$ cat src/rtl/tx_trainerror_hs_if.sv
// Sideband bus bundle between the TRAINERROR initiator and the SB encoder/decoder.
// master: initiator (drives o_encoded_SB_msg_tx/o_valid_tx); slave: SB side.
//
// Signals:
//   i_rx_msg_valid      decoded partner message valid this cycle
//   i_decoded_SB_msg    decoded partner message code
//   i_SB_Busy           SB transmitter busy
//   i_falling_edge_busy SB consumed the current message (1-cycle pulse)
//   i_rx_valid          RX responder currently holds the SB bus
//   o_encoded_SB_msg_tx message code to the SB encoder
//   o_valid_tx          request to the SB to send o_encoded_SB_msg_tx
interface tx_trainerror_hs_if #(
    parameter int SB_MSG_WIDTH = 4
);
    logic                    i_rx_msg_valid;
    logic [SB_MSG_WIDTH-1:0] i_decoded_SB_msg;
    logic                    i_SB_Busy;
    logic                    i_falling_edge_busy;
    logic                    i_rx_valid;
    logic [SB_MSG_WIDTH-1:0] o_encoded_SB_msg_tx;
    logic                    o_valid_tx;

    modport master (
        input  i_rx_msg_valid,
        input  i_decoded_SB_msg,
        input  i_SB_Busy,
        input  i_falling_edge_busy,
        input  i_rx_valid,
        output o_encoded_SB_msg_tx,
        output o_valid_tx
    );

    modport slave (
        output i_rx_msg_valid,
        output i_decoded_SB_msg,
        output i_SB_Busy,
        output i_falling_edge_busy,
        output i_rx_valid,
        input  o_encoded_SB_msg_tx,
        input  o_valid_tx
    );
endinterface

$ cat src/rtl/tx_trainerror_hs.sv
// TRAINERROR initiator: sends TRAINERROR_entry_req, waits for the partner's
// entry_resp, then reports completion or a timeout to the LTSM.
//
// Ports:
//   i_clk               clock, rising edge
//   i_rst               asynchronous active-high reset
//   i_trainerror_en     LTSM enable; low returns the block to IDLE
//   sb                  sideband bundle (master side), see tx_trainerror_hs_if
//   o_trainerror_end_tx handshake complete (level)
//   o_timeout           no response within TIMEOUT_CYCLES (level)
module tx_trainerror_hs #(
    parameter int SB_MSG_WIDTH   = 4,
    parameter int TIMEOUT_CYCLES = 800000,
    parameter int CNT_WIDTH      = 20
) (
    input  logic               i_clk,
    input  logic               i_rst,
    input  logic               i_trainerror_en,
    tx_trainerror_hs_if.master sb,
    output logic               o_trainerror_end_tx,
    output logic               o_timeout
);

    typedef enum logic [2:0] {
        ST_IDLE      = 3'd0,
        ST_SEND_REQ  = 3'd1,
        ST_WAIT_RESP = 3'd2,
        ST_FINISHED  = 3'd3,
        ST_TIMEOUT   = 3'd4
    } state_e;

    localparam logic [SB_MSG_WIDTH-1:0] MSG_REQ  = SB_MSG_WIDTH'(15);
    localparam logic [SB_MSG_WIDTH-1:0] MSG_RESP = SB_MSG_WIDTH'(14);
    localparam logic [SB_MSG_WIDTH-1:0] MSG_NONE = '0;
    localparam logic [CNT_WIDTH-1:0]    CNT_LIM  =
        CNT_WIDTH'(TIMEOUT_CYCLES - 1);

    state_e                  state_q, state_d;
    logic [SB_MSG_WIDTH-1:0] code_q, code_d;
    logic                    valid_q, valid_d;
    logic                    valid_dly_q;
    logic                    end_q, end_d;
    logic                    to_q, to_d;
    logic                    pend_q, pend_d;
    logic                    seen_q, seen_d;
    logic [CNT_WIDTH-1:0]    cnt_q, cnt_d;

    logic resp_hit;
    logic fall_valid;
    logic at_limit;
    logic launch;
    logic blocked;
    logic req_now;

    assign resp_hit   = sb.i_rx_msg_valid &&
                        (sb.i_decoded_SB_msg == MSG_RESP);
    // o_valid_tx dropped on the previous edge: SB has taken the request
    assign fall_valid = valid_dly_q && !valid_q;
    assign at_limit   = (cnt_q == CNT_LIM);
    assign blocked    = sb.i_SB_Busy || sb.i_rx_valid;

    // Next-state logic
    always_comb begin
        state_d = state_q;
        if (!i_trainerror_en) begin
            state_d = ST_IDLE;
        end else begin
            case (state_q)
                ST_IDLE: begin
                    state_d = ST_SEND_REQ;
                end
                ST_SEND_REQ: begin
                    if (fall_valid) begin
                        state_d = ST_WAIT_RESP;
                    end else if (at_limit) begin
                        state_d = ST_TIMEOUT;
                    end
                end
                ST_WAIT_RESP: begin
                    // a response on the limit cycle still completes
                    if (resp_hit || seen_q) begin
                        state_d = ST_FINISHED;
                    end else if (at_limit) begin
                        state_d = ST_TIMEOUT;
                    end
                end
                ST_FINISHED: state_d = ST_FINISHED;
                ST_TIMEOUT:  state_d = ST_TIMEOUT;
                default:     state_d = ST_IDLE;
            endcase
        end
    end

    assign launch = (state_q == ST_IDLE) && (state_d == ST_SEND_REQ);

    // A deferred request only fires while the FSM stays in SEND_REQ, so an
    // abort or timeout never lets a stale pending request reach the bus.
    assign req_now = launch ||
                     (pend_q && (state_q == ST_SEND_REQ) &&
                      (state_d == ST_SEND_REQ));

    // Registered-output next values
    always_comb begin
        code_d  = code_q;
        valid_d = valid_q;
        end_d   = end_q;
        to_d    = to_q;
        pend_d  = pend_q;
        seen_d  = seen_q;
        cnt_d   = cnt_q;

        if (state_q == ST_IDLE) begin
            code_d  = MSG_NONE;
            valid_d = 1'b0;
            end_d   = 1'b0;
            to_d    = 1'b0;
            pend_d  = 1'b0;
            seen_d  = 1'b0;
            cnt_d   = '0;
        end

        if (launch) begin
            code_d = MSG_REQ;
            if (blocked) begin
                pend_d = 1'b1;
            end
        end

        // remember a response that overtakes the SB consume pulse
        if ((state_q == ST_SEND_REQ) && resp_hit) begin
            seen_d = 1'b1;
        end

        if (((state_q == ST_SEND_REQ) && (state_d == ST_WAIT_RESP) &&
             seen_q) ||
            ((state_q == ST_WAIT_RESP) && (state_d == ST_FINISHED))) begin
            end_d = 1'b1;
        end

        if ((state_d == ST_TIMEOUT) && (state_q != ST_TIMEOUT)) begin
            to_d = 1'b1;
        end

        if (((state_q == ST_SEND_REQ) || (state_q == ST_WAIT_RESP)) &&
            !at_limit) begin
            cnt_d = cnt_q + CNT_WIDTH'(1);
        end

        // SB handshake: consume pulse beats a new request
        if (sb.i_falling_edge_busy) begin
            valid_d = 1'b0;
        end else if (req_now && !blocked) begin
            valid_d = 1'b1;
            pend_d  = 1'b0;
        end
    end

    always_ff @(posedge i_clk or posedge i_rst) begin
        if (i_rst) begin
            state_q     <= ST_IDLE;
            code_q      <= '0;
            valid_q     <= 1'b0;
            valid_dly_q <= 1'b0;
            end_q       <= 1'b0;
            to_q        <= 1'b0;
            pend_q      <= 1'b0;
            seen_q      <= 1'b0;
            cnt_q       <= '0;
        end else begin
            state_q     <= state_d;
            code_q      <= code_d;
            valid_q     <= valid_d;
            valid_dly_q <= valid_q;
            end_q       <= end_d;
            to_q        <= to_d;
            pend_q      <= pend_d;
            seen_q      <= seen_d;
            cnt_q       <= cnt_d;
        end
    end

    assign sb.o_encoded_SB_msg_tx = code_q;
    assign sb.o_valid_tx          = valid_q;
    assign o_trainerror_end_tx    = end_q;
    assign o_timeout              = to_q;

endmodule

$ cat src/flat_wrapper.sv
// flat-port wrapper written by rule: the top's interface ports become plain ports
module tx_trainerror_hs_flat 
#(
    parameter int SB_MSG_WIDTH   = 4,
    parameter int TIMEOUT_CYCLES = 800000,
    parameter int CNT_WIDTH      = 20
)
  (i_clk, i_rst, i_trainerror_en, o_trainerror_end_tx, o_timeout, sb_i_rx_msg_valid, sb_i_decoded_SB_msg, sb_i_SB_Busy, sb_i_falling_edge_busy, sb_i_rx_valid, sb_o_encoded_SB_msg_tx, sb_o_valid_tx);
  tx_trainerror_hs_if #(.SB_MSG_WIDTH(SB_MSG_WIDTH)) sb_i ();
  input  logic i_clk;
  input  logic i_rst;
  input  logic i_trainerror_en;
  output logic o_trainerror_end_tx;
  output logic o_timeout;
  input wire logic [$bits(sb_i.i_rx_msg_valid)-1:0] sb_i_rx_msg_valid;
  input wire logic [$bits(sb_i.i_decoded_SB_msg)-1:0] sb_i_decoded_SB_msg;
  input wire logic [$bits(sb_i.i_SB_Busy)-1:0] sb_i_SB_Busy;
  input wire logic [$bits(sb_i.i_falling_edge_busy)-1:0] sb_i_falling_edge_busy;
  input wire logic [$bits(sb_i.i_rx_valid)-1:0] sb_i_rx_valid;
  output wire logic [$bits(sb_i.o_encoded_SB_msg_tx)-1:0] sb_o_encoded_SB_msg_tx;
  output wire logic [$bits(sb_i.o_valid_tx)-1:0] sb_o_valid_tx;
  assign sb_i.i_rx_msg_valid = sb_i_rx_msg_valid;
  assign sb_i.i_decoded_SB_msg = sb_i_decoded_SB_msg;
  assign sb_i.i_SB_Busy = sb_i_SB_Busy;
  assign sb_i.i_falling_edge_busy = sb_i_falling_edge_busy;
  assign sb_i.i_rx_valid = sb_i_rx_valid;
  assign sb_o_encoded_SB_msg_tx = sb_i.o_encoded_SB_msg_tx;
  assign sb_o_valid_tx = sb_i.o_valid_tx;
  tx_trainerror_hs #(.SB_MSG_WIDTH(SB_MSG_WIDTH), .TIMEOUT_CYCLES(TIMEOUT_CYCLES), .CNT_WIDTH(CNT_WIDTH)) u_core (.i_clk(i_clk), .i_rst(i_rst), .i_trainerror_en(i_trainerror_en), .sb(sb_i), .o_trainerror_end_tx(o_trainerror_end_tx), .o_timeout(o_timeout));
endmodule
$ cat config.mk
export PLATFORM = sky130hd
export DESIGN_NAME = tx_trainerror_hs_flat
export DESIGN_NICKNAME = d
export VERILOG_FILES = /design/src/rtl/tx_trainerror_hs_if.sv /design/src/rtl/tx_trainerror_hs.sv /design/src/flat_wrapper.sv
export SDC_FILE = /design/constraint.sdc
export NUM_CORES = 1
export LEC_CHECK = 0
export BUFFER_PORTS_ARGS = -buffer_cell sky130_fd_sc_hd__buf_2
export CAP_MARGIN = 0
export CORE_MARGIN = 5
export CORE_UTILIZATION = 45
export DETAILED_ROUTE_END_ITERATION = 6
export PLACE_DENSITY = 0.66
export SLEW_MARGIN = 20
export SYNTH_ARGS = -nofsm -noshare
export SYNTH_HDL_FRONTEND = slang
export SYNTH_SLANG_ARGS = --single-unit
export TNS_END_PERCENT = 50
$ cat constraint.sdc
create_clock -name i_clk -period 1.7 [get_ports i_clk]
set_clock_uncertainty 0.05 [all_clocks]
set_input_delay 0.085 -clock i_clk [delete_from_list [all_inputs] [get_ports i_clk]]
set_output_delay 0.085 -clock i_clk [all_outputs]
set_load 0.01 [all_outputs]
[Yosys cells after proc, flatten, opt, wreduce, memory -nomap -nowiden]
Index checks and enable logic that the tools add are counted.
Storage, ports and cells
  bits in registers: 33
  input port bits: 11
  output and inout bits: 7
  word-level logic and storage cells: 68
Cells by class
  add/subtract/negate cells: 1
  eq/ne operators: 11
  mux-type cells: 20
  reductions and logical operators: 27
Operators by type and width (number)
  $mux 20: 2
  $add 20x1->20 const B: 1
  $eq 20x20->1 const B: 1
  $pmux 3 s5: 1
  $eq 3x2->1 const B: 4
  $logic_and 1x1->1: 12
  $mux 3: 4
  $mux 1: 11
  $reduce_bool 2->1: 5
  $mux 4: 2
  $eq 3x1->1 const B: 2
  $eq 3x3->1 const B: 2
  $logic_or 1x1->1: 5
  $eq 4x4->1 const B: 1
  $logic_not 1->1: 3
  $logic_not 3->1: 1
  $ne 3x3->1 const B: 1
  $reduce_bool 3->1: 1

[Longest topological paths before layout]
Gate-level depths: netlist of run 1.
  depth after elaboration: 12
  gate-level depth with buffers: 7
  mapped depth without buffers: 6

[Least setup slack after synthesis of run 1]
Ideal clock, no wire load.
  path type: register -> register
  start: register u_core.cnt_q[0]
  end: register u_core.cnt_q[14]
  library setup time: 0.124 ns
  arrival time: 1.569 ns
  path slack: -0.043 ns
  cell stages (with the launch flop): 8
  path buffers: 1
  period minus slack after synthesis: 1.743 ns
  path through: dfrtp_1 > ha_1 > and4_4 > nand2_4 > o21ai_4 > buf_6 > nor3_1 > a211o_1
On the way
  cells in the longest elaborated chain, start to end: 4
  elaborated cells between the ends (all ways): 6
Ends and longest elaborated chain
  from (decl): line tx_trainerror_hs.sv:46  | logic [CNT_WIDTH-1:0] cnt_q, cnt_d;
  from (signal assigned): line tx_trainerror_hs.sv:178  | cnt_q <= cnt_d;
  branches (longest 4 deep; another with $add 20x1->20)
Several ways; the timed one is not identified.
A chain may end at the register's enable or synchronous reset.

[Final worst setup path of run 1]
  start: register u_core.cnt_q[0]
  end: register u_core.cnt_q[18]
The elaborated chain is that of the path after synthesis.

==> results of run 1 <==
[metrics by stage]
| step | TNS, ns | cells | worst slack, ns | cell area, µm² | total power, mW |
|---|---|---|---|---|---|
| finish | -0.216 | 283 | -0.0703 | 2370 | 1.67 |
| global route | -1.28 | 283 | -0.139 | 2370 | 1.76 |
| CTS | -0.0223 | 281 | -0.0161 | 2240 | 1.66 |
| detailed placement | -0.264 | 265 | -0.0447 | 2060 | 1.04 |
| global placement | -0.0538 | 265 | -0.0169 | 2060 | 1.02 |
| floorplan | -0.0152 | 170 | -0.00831 | 1680 | 0.924 |
[cells by family after synthesis]
family                   synth area share [%]
AO/OA/AOI/OAI                            20.4
XOR/XNOR                                 1.05
adder cells (fa/ha/maj)                 0.747
buffers and inverters                    4.11
flip-flops                               44.8
multiplexers                             2.99
AND/OR/NAND/NOR                          25.9
[timing repair]
| action | CTS | global route |
|---|---|---|
| endpoints found under the setup margin | 10 | 25 |
| pin swaps | 6 | 8 |
| hold endpoints to repair | 30 | 0 |
| setup buffers | 6 | 3 |
| cloned | 1 | 0 |
| hold buffers | 1 | 0 |
| gates resized for setup | 8 | 21 |
[final timing paths]
check | from | endpoint | slack, ns | cells after the start
max | u_core.cnt_q[0] | u_core.cnt_q[18] | -0.07 | 6
min | i_trainerror_en | u_core.state_q[2] | 0.06 | 3
max reg2reg | u_core.cnt_q[0] | u_core.cnt_q[18] | -0.07 | 6
min reg2reg | u_core.sb.o_valid_tx | u_core.valid_dly_q | 0.36 | 0
max in group asynchronous | i_rst | u_core.cnt_q[2] | 0.91 | 4
min in group asynchronous | i_rst | u_core.sb.o_encoded_SB_msg_tx[2] | 0.37 | 4
[cell type report]
type                    count  area, µm²  area share (%)
multi-input cells         128        990            41.8
flip-flops and latches     30        754            31.9
repair buffers             63        448            18.9
clock buffers               7       86.3            3.65
well taps                  48       60.1            2.54
inverters                   6       22.5           0.952
clock inverters             1       5.00           0.212
[cell usage in the layout (no fill, tap or decap), types with 2 or more instances in the layout]
master and instances:
a211o_1 2, a21oi_1 3, and3_1 2, and4bb_2 2, buf_2 17, buf_4 41
buf_6 4, clkbuf_8 6, dfrtp_1 27, dfrtp_2 3, inv_1 6, mux2i_1 5
nand2_1 19, nand2b_1 3, nand2b_4 2, nand3_1 10, nand4_1 7, nor2_1 6
nor2b_1 3, nor3_1 7, nor3_2 2, nor3b_1 3, nor4_2 2, o211ai_1 3
o21ai_0 7, o21ba_2 2, o2bb2ai_1 2, o311ai_1 2, o311ai_4 2, o31ai_1 4
o32ai_1 2, o41ai_1 2
[per-layer routing]
| metal | vias up | part of all wire [%] | global-route usage, % |
|---|---|---|---|
| met4 | 0 | 2.5 | 6.47 |
| met1 | 811 | 44 | 25.8 |
| met3 | 12 | 5.2 | 4.40 |
| met5 | - | 0 | 0 |
| li1 | 775 | - | - |
| met2 | 44 | 48 | 30.1 |
[flip-flops by register name (all words and copies together), names as in the netlist]
name / flops
u_core.sb.o_valid_tx: 1
u_core.valid_dly_q: 1
u_core.sb.o_encoded_SB_msg_tx: 1
u_core.state_q: 3
u_core.cnt_q: 20
u_core.o_trainerror_end_tx: 1
u_core.pend_q: 1
u_core.seen_q: 1
u_core.o_timeout: 1
[worst max-delay path: cells and delay by family, from the launching register on]
kind,cells,cell delay [ns]
compound gates,2,0.41
simple gates,3,0.63
fa+ha+maj,1,0.19
flops,1,0.37
[power by group through the flow]
stage / clock [mW] / sequential [mW] / combinational (mW)
6_report: 0.591 / 0.777 / 0.299
4_1_cts: 0.597 / 0.773 / 0.290
3_5_place_dp: 0 / 0.787 / 0.249
5_1_grt: 0.642 / 0.783 / 0.332
2_1_floorplan: 0 / 0.788 / 0.136
3_3_place_gp: 0 / 0.785 / 0.240
==> metrics.yaml, run 1 <==
n_fill_cell: 288
rsz0062_at_grt: "true"
insertion_delay_ns: 0.28
worst_setup_path_start_kind: "register"
final_antenna_net_count: 0
cellInternalPower_mw: 1.23
powerDensity_mw_per_mm2: 705
drt_iter0_drc: 124
net-switching-power_mw: 0.442
drive_above_1_share_pct: 41.7
cts.sinks: 30
critical_path_class: "reg -> reg"
cp.required_ns: 1.80
coreArea_mm2: 0.00363
slew_headroom_pct: 67.0
ys_seq_elements: 30
cp_slowest_cell: "dfrtp_1"
synthArstFlopShare_pct: 100
route.detailed.drc: 0
synth.avg_cell_area_um2: 9.86
syn_area_mm2: 0.00168
portBuffers: 17
finalWeightedCongestion: 0.890
vias: 1642
final_hold_viol_count: 0
violations: "negative setup slack"
syn2layout_area_growth_pct: 41.2
critPathCaptureType: "register"
routed_wl_um: 4640
grt_pass1_vias: 1585
maxCapViolCount: 0
num_antenna_cells: 0
synthDistinctLibCells: 49
cts_tree: "built"
start_util_pct: 46.1
clk_pin_slew_ns: 0.07
hold_class: "in -> reg"
via_per_inst: 5.80
setup_viol: 7
tightest_slew_ns: 0.493
synth_commonest_cells: "30 x dfrtp_1, 19 x nand2_1, 10 x nand3_1"
cts_buffers: 5
period_needed_ns: 1.77
clkPwrFrac_pct: 35.4
clk_path_buf_depth: 2
leakagePower_nw: 1.05
firstDrtPassIters: 4
fin_nets: 246
ys_seq_area_share_pct: 44.8
utilization_pct: 65.1
hpwl_um: 3060
slew_violations: 0
row_count: 22
track_usage_pct: 19.1
htreeDepth: 2
fin_crit_sh_pct: 104
path_cells: "ha_2 -> and4_4 -> nand2_8 -> or2_4 -> o311ai_4 -> o41ai_2"
max_freq_mhz: 565
yosys-top-cells-area: "dfrtp_1 45%, nand2_1 4.3%, mux2i_1 3.0%, nand3_1 3.0%, nor3_1 2.7%"
grt_max_degree: 31
synth_top_cell_by_area: "dfrtp_1"
yosysMostFrequentCell: "dfrtp_1"
cts_root_buf: "clkbuf_8"
routedWlPerCell_um: 16.4
antenna_found_initial: 0
arrival_ns: 1.87
p_comb_share_pct: 18.0
timing.final.ws_setup_ns: -0.0703
synth_top_area_share_pct: 44.8
ys_warn_count: 0
grt_first_pass_wirelength_um: 7530
swShare_pct: 26.5
vdd_drop_max_mv: 0.383
status: "finished, violations left"
ios: 18
timing.hold.ws_ns: 0.0581
grt_overflow_total: 0
die_x_um: 71.0
critical_path.max_fanout: 7
syn_inst: 170
p_seq_share_pct: 46.6
max_stage_delay_ns: 0.37
synth_flop_cell: "dfrtp_1"
syn_nets: 182
synth_edf_count: 0
fp.dieH_um: 71.0
die-area_mm2: 0.00504
Power figures use the tool's default switching activity.
==> run 2, diff against run 1 <==
PLACE_DENSITY = 0.64   (was 0.66)
clock period = 2.1 ns   (was 1.7 ns; I/O delays follow)
==> run 2 against run 1 <==
  * The flow now finishes without violations
  * Clock power decreased by 30%
  * Sequential share of layout area increased by 7.6 points
  * Wire length decreased by 21%
  * Combinational power decreased by 52%
  * Hold slack improved by 0.0062 ns
  * Via count decreased by 14%
  * Flip-flop and latch count unchanged
  * Power decreased by 28%
  * Critical path type unchanged
==> metrics.yaml, run 2 (synthesis gave the netlist of run 1 again) <==
status: "finished, final reports clean"
drt_iter0_drc: 67  # -46%
vdd_drop_max_mv: 0.297  # -22%
leakagePower_nw: 0.820  # -22%
largest_registers: "u_core.cnt_q: 20 flops, u_core.state_q: 3 flops"
fp.dieH_um: 71.0  # unchanged
fin_tns_setup_ns: 0  # +0.216 ns
placed_area_mm2: 0.00180  # -13%
rsz0062_at_grt: "false"
die-area_mm2: 0.00504  # unchanged
cp.required_ns: 2.24  # +0.44 ns
coreArea_mm2: 0.00363  # unchanged
routed_wl_um: 3650  # -21%
fin_nets: 205  # -17%
slew_headroom_pct: 61.7  # -5.3 points
via_per_inst: 5.88  # +1.3%
timing.final.ws_setup_ns: 0.211  # +0.281 ns
start_util_pct: 46.1  # unchanged
timing.hold.ws_ns: 0.0644  # +0.00624 ns
portBuffers: 17  # unchanged
row_count: 22  # unchanged
maxCapViolCount: 0  # unchanged
postLayoutCellArea_mm2: 0.00190  # -20%
critPathCaptureType: "register"
worst_setup_path_start_kind: "register"
cts_tree: "built"
cts_buffers: 5  # unchanged
grt_max_degree: 31  # unchanged
final_cell_mix: "30 x dfrtp_1, 19 x nand2_1, 17 x buf_2"
clk_pin_slew_ns: 0.06  # about the same
num_antenna_cells: 0  # unchanged
track_usage_pct: 15.6  # -3.4 points
setup_viol: 0  # -7
utilization_pct: 52.3  # -13 points
largest_register: "u_core.cnt_q"
total_power_mw: 1.20  # -28%
arrival_ns: 2.03  # +0.16 ns
max_freq_mhz: 529  # -6.3%
slew_violations: 0  # unchanged
ff_latch_area_um2: 751  # -0.50%
grt_pass1_vias: 1372  # -13%
place_ws_ns: 0.136  # +0.181 ns
n_fill_cell: 357  # +24%
critical_path.max_fanout: 15  # +8
drive_above_1_share_pct: 20.2  # -21 points
final_hold_viol_count: 0  # unchanged
hpwl_um: 2640  # -14%
antenna_found_initial: 0  # unchanged
fin_crit_sh_pct: 90.0  # -14 points
layout_commonest_cell: "dfrtp_1"
route.detailed.drc: 0  # unchanged
insertion_delay_ns: 0.27  # about the same
routedWlPerCell_um: 15.1  # -7.7%
hold_class: "in -> reg"
tightest_slew_ns: 0.569  # +0.0759 ns
syn2layout_area_growth_pct: 13.4
final_antenna_net_count: 0  # unchanged
die_x_um: 71.0  # unchanged
firstDrtPassIters: 4  # unchanged
finalWeightedCongestion: 0.856  # -3.7%
grt_overflow_total: 0  # unchanged
grt_first_pass_wirelength_um: 6340  # -16%
largest_reg_flops: 20  # unchanged
cts_root_buf: "clkbuf_8"
critical_path_class: "reg -> reg"
cts.sinks: 30  # unchanged
layout.cells.non_filler: 241  # -15%
vias: 1416  # -14%
clk_path_buf_depth: 2  # unchanged
ios: 18  # unchanged
htreeDepth: 2  # unchanged
placed_cells: 231  # -13%
period_needed_ns: 1.89  # +0.119 ns
multi_input_area_um2: 858  # -13%
powerDensity_mw_per_mm2: 629  # -11%
## run 2: changes by cell type in the layout (fill, tap and decap cells not counted), moves of 2 or more
cell,before,now
nor3_1,7,9
buf_6,4,0
dfrtp_2,3,0
buf_4,41,5
o311ai_0,0,2
o311ai_4,2,0
nor3_2,2,0
nor4_1,0,3
dfrtp_1,27,30
nor4_2,2,0
## run 2: timing repair
action / CTS / global route
gates resized for setup: 0 / 1
endpoints found under the hold margin: 30 / 0
endpoints found under the setup margin: 0 / 5
hold buffers: 1 / 0
buffers inserted: 0 / 2
## run 2: worst max-delay path, stage by stage, from the launching register on
cell and delay [ns]:
dfrtp_1 0.49, nand2b_4 0.22, a21oi_4 0.28, o21ai_4 0.18
nor4_1 0.34, mux2i_1 0.24
## run 2: layout make-up
cell class	count	share of cell area, %
multi-input combinational	127	45.2
sequential	30	39.5
timing repair buffer	23	6.98
clock buffer	7	4.02
tap	48	3.16
inverter	6	1.18
## run 2: report_power, final
group / switching, mW / internal, mW
Clock: 0.187 / 0.227
Sequential: 0.0340 / 0.603
Combinational: 0.0812 / 0.0636
Total: 0.303 / 0.894
## run 2: worst paths after layout
kind | from | endpoint | slack [ns] | depth (start not counted)
max | u_core.state_q[1] | u_core.cnt_q[12] | 0.21 | 5
min | i_trainerror_en | u_core.state_q[2] | 0.06 | 3
max reg2reg | u_core.state_q[1] | u_core.cnt_q[12] | 0.21 | 5
min reg2reg | u_core.sb.o_valid_tx | u_core.valid_dly_q | 0.36 | 0
max in group asynchronous | i_rst | u_core.cnt_q[6] | 1.31 | 4
min in group asynchronous | i_rst | u_core.sb.o_encoded_SB_msg_tx[2] | 0.40 | 4
## run 2: per-layer routing
layer	vias up	track usage [%]	part of all wire, %
li1	686	-	-
met1	699	20.8	48
met2	26	24.6	47
met3	5	4.40	3.9
met4	0	5.01	1.2
met5	-	0	0
==> run 3, diff against run 2 <==
CELL_PAD_IN_SITES_DETAIL_PLACEMENT = 0   (was not set)
CELL_PAD_IN_SITES_GLOBAL_PLACEMENT = 1   (was not set)
CORE_UTILIZATION = 40   (was 45)
PLACE_DENSITY = 0.74   (was 0.64)
REMOVE_ABC_BUFFERS = 1   (was not set)
clock period = 1.6 ns   (was 2.1 ns; I/O delays follow)
==> run 3 against run 2 <==
  * The run now ends with negative setup slack left
  * Clock power up 40%
  * Cell area up 34%
  * Register-to-register slack worse by 0.40 ns
  * Flip-flop and latch count unchanged
  * Critical endpoint is now u_core.cnt_q[18]
  * Core utilization up 11 points
  * Fmax up 5.5%
  * Critical path depth up 1
  * Non-clock buffer count up 49
  * First-iteration DRC count up 66%
  * Sequential power up 30%
  * Via count up 21%
==> metrics.yaml, run 3 (synthesis gave the netlist of run 1 again) <==
grt_overflow_total: 0  # unchanged
topRoutingLayerUsed: "met4"
vias: 1710  # +21%
critical_path_class: "reg -> reg"
fin_crit_sh_pct: 112  # +22 points
powerDensity_mw_per_mm2: 687  # +9.2%
fin_nets: 255  # +24%
clk_pin_slew_ns: 0.07  # about the same
drive_above_1_share_pct: 50.2  # +30 points
period_needed_ns: 1.79  # -0.0983 ns
worst_setup_path_start_kind: "register"
critical_path.max_fanout: 6  # -9
cp.required_ns: 1.70  # -0.54 ns
fin_tns_setup_ns: -2.14  # -2.14 ns
clk_path_buf_depth: 2  # unchanged
htreeDepth: 2  # unchanged
largest_register: "u_core.cnt_q"
vdd_drop_max_mv: 0.469  # +58%
rsz0062_at_grt: "true"
layout_commonest_cell: "buf_4"
final_antenna_net_count: 0  # unchanged
insertion_delay_ns: 0.29  # +0.02 ns
hold_class: "in -> reg"
finalWeightedCongestion: 0.923  # +7.8%
arrival_ns: 1.89  # -0.14 ns
coreArea_mm2: 0.00403  # +11%
num_antenna_cells: 0  # unchanged
setup_viol: 22  # +22
via_per_inst: 5.84  # -0.67%
wl_met1_um: 1970  # +13%
routed_wl_um: 5110  # +40%
drt_iter0_drc: 111  # +66%
timing.final.ws_setup_ns: -0.191  # -0.402 ns
tightest_slew_ns: 0.441  # -0.128 ns
wl_met3_um: 265  # +85%
cts.sinks: 30  # unchanged
track_usage_pct: 19.6  # +4.0 points
largest_registers: "u_core.cnt_q: 20 flops, u_core.state_q: 3 flops"
status: "finished, violations left"
ios: 18  # unchanged
slew_violations: 0  # unchanged
critPathCaptureType: "register"
violations: "negative setup slack"
grt_pass1_vias: 1718  # +25%
die_x_um: 74.7  # +5.2%
cts_tree: "built"
timing.hold.ws_ns: 0.0308  # -0.0335 ns
routedWlPerCell_um: 17.4  # +15%
route.detailed.drc: 0  # unchanged
slew_headroom_pct: 70.4  # +8.7 points
met2_length_um: 2690  # +56%
portBuffers: 17  # unchanged
max_freq_mhz: 558  # +5.5%
syn2layout_area_growth_pct: 51.6
cts_buffers: 5  # unchanged
antenna_found_initial: 0  # unchanged
firstDrtPassIters: 4  # unchanged
final_cell_mix: "46 x buf_4, 28 x dfrtp_1, 18 x nand2_1"
hpwl_um: 3200  # +21%
grt_first_pass_wirelength_um: 8080  # +27%
row_count: 23  # +4.5%
utilization_pct: 63.0  # +11 points
die-area_mm2: 0.00558  # +11%
maxCapViolCount: 0  # unchanged
largest_reg_flops: 20  # unchanged
start_util_pct: 41.6  # -4.5 points
fp.dieH_um: 74.7  # +5.2%
grt_max_degree: 31  # unchanged
cts_root_buf: "clkbuf_8"
final_hold_viol_count: 0  # unchanged
leakagePower_nw: 1.11  # +36%
-- run 3: path summary, 6_finish.rpt --
check | startpoint | to | slack, ns | depth (start not counted)
setup / recovery | u_core.cnt_q[0] | u_core.cnt_q[18] | -0.19 | 6
hold / removal | i_trainerror_en | u_core.state_q[2] | 0.03 | 3
setup reg to reg | u_core.cnt_q[0] | u_core.cnt_q[18] | -0.19 | 6
hold reg to reg | u_core.sb.o_valid_tx | u_core.valid_dly_q | 0.39 | 0
max in group asynchronous | i_rst | u_core.state_q[0] | 0.82 | 4
min in group asynchronous | i_rst | u_core.state_q[2] | 0.37 | 4
-- run 3: where the power goes --
| group | internal, mW | switching, mW | total [mW] |
|---|---|---|---|
| sequential | 0.791 | 0.0347 | 0.826 |
| combinational | 0.171 | 0.168 | 0.340 |
| clock | 0.299 | 0.280 | 0.579 |
-- run 3: critical path: stages (launching register included) --
cell,delay (ns)
dfrtp_1,0.39
ha_2,0.20
and4_4,0.26
nand2_8,0.08
or2_4,0.28
o311ai_4,0.26
o41ai_2,0.13
-- run 3: final cells by class --
class	instances	area, µm²
fillers	331	1490
multi-input cells	128	1090
flip-flops and latches	30	753
repair buffers	72	531
clock buffers	7	76.3
well taps	50	62.6
inverters	6	22.5
-- run 3: per-stage QoR --
step / cells / power [mW] / setup WS, ns / instance area [µm²]
6_report: 293 / 1.75 / -0.191 / 2540
5_1_grt: 293 / 1.84 / -0.273 / 2540
4_1_cts: 288 / 1.73 / -0.121 / 2380
3_5_place_dp: 273 / 1.10 / -0.234 / 2100
3_3_place_gp: 273 / 1.08 / -0.171 / 2100
2_1_floorplan: 163 / 0.959 / -0.167 / 1630
-- run 3: what timing repair did --
item                                   CTS  global route
pin swaps                               19            12
buffers inserted                         6             6
setup endpoints to repair               26            25
gates resized for setup                 32            26
hold buffers                             1             0
cloned                                   1             0
endpoints found under the hold margin   30             0
-- run 3: metal layers --
metal | vias up | track usage, %
li1 | 791 | -
met1 | 853 | 22.6
met2 | 51 | 33.4
met3 | 15 | 5.74
met4 | 0 | 9.49
met5 | - | 0
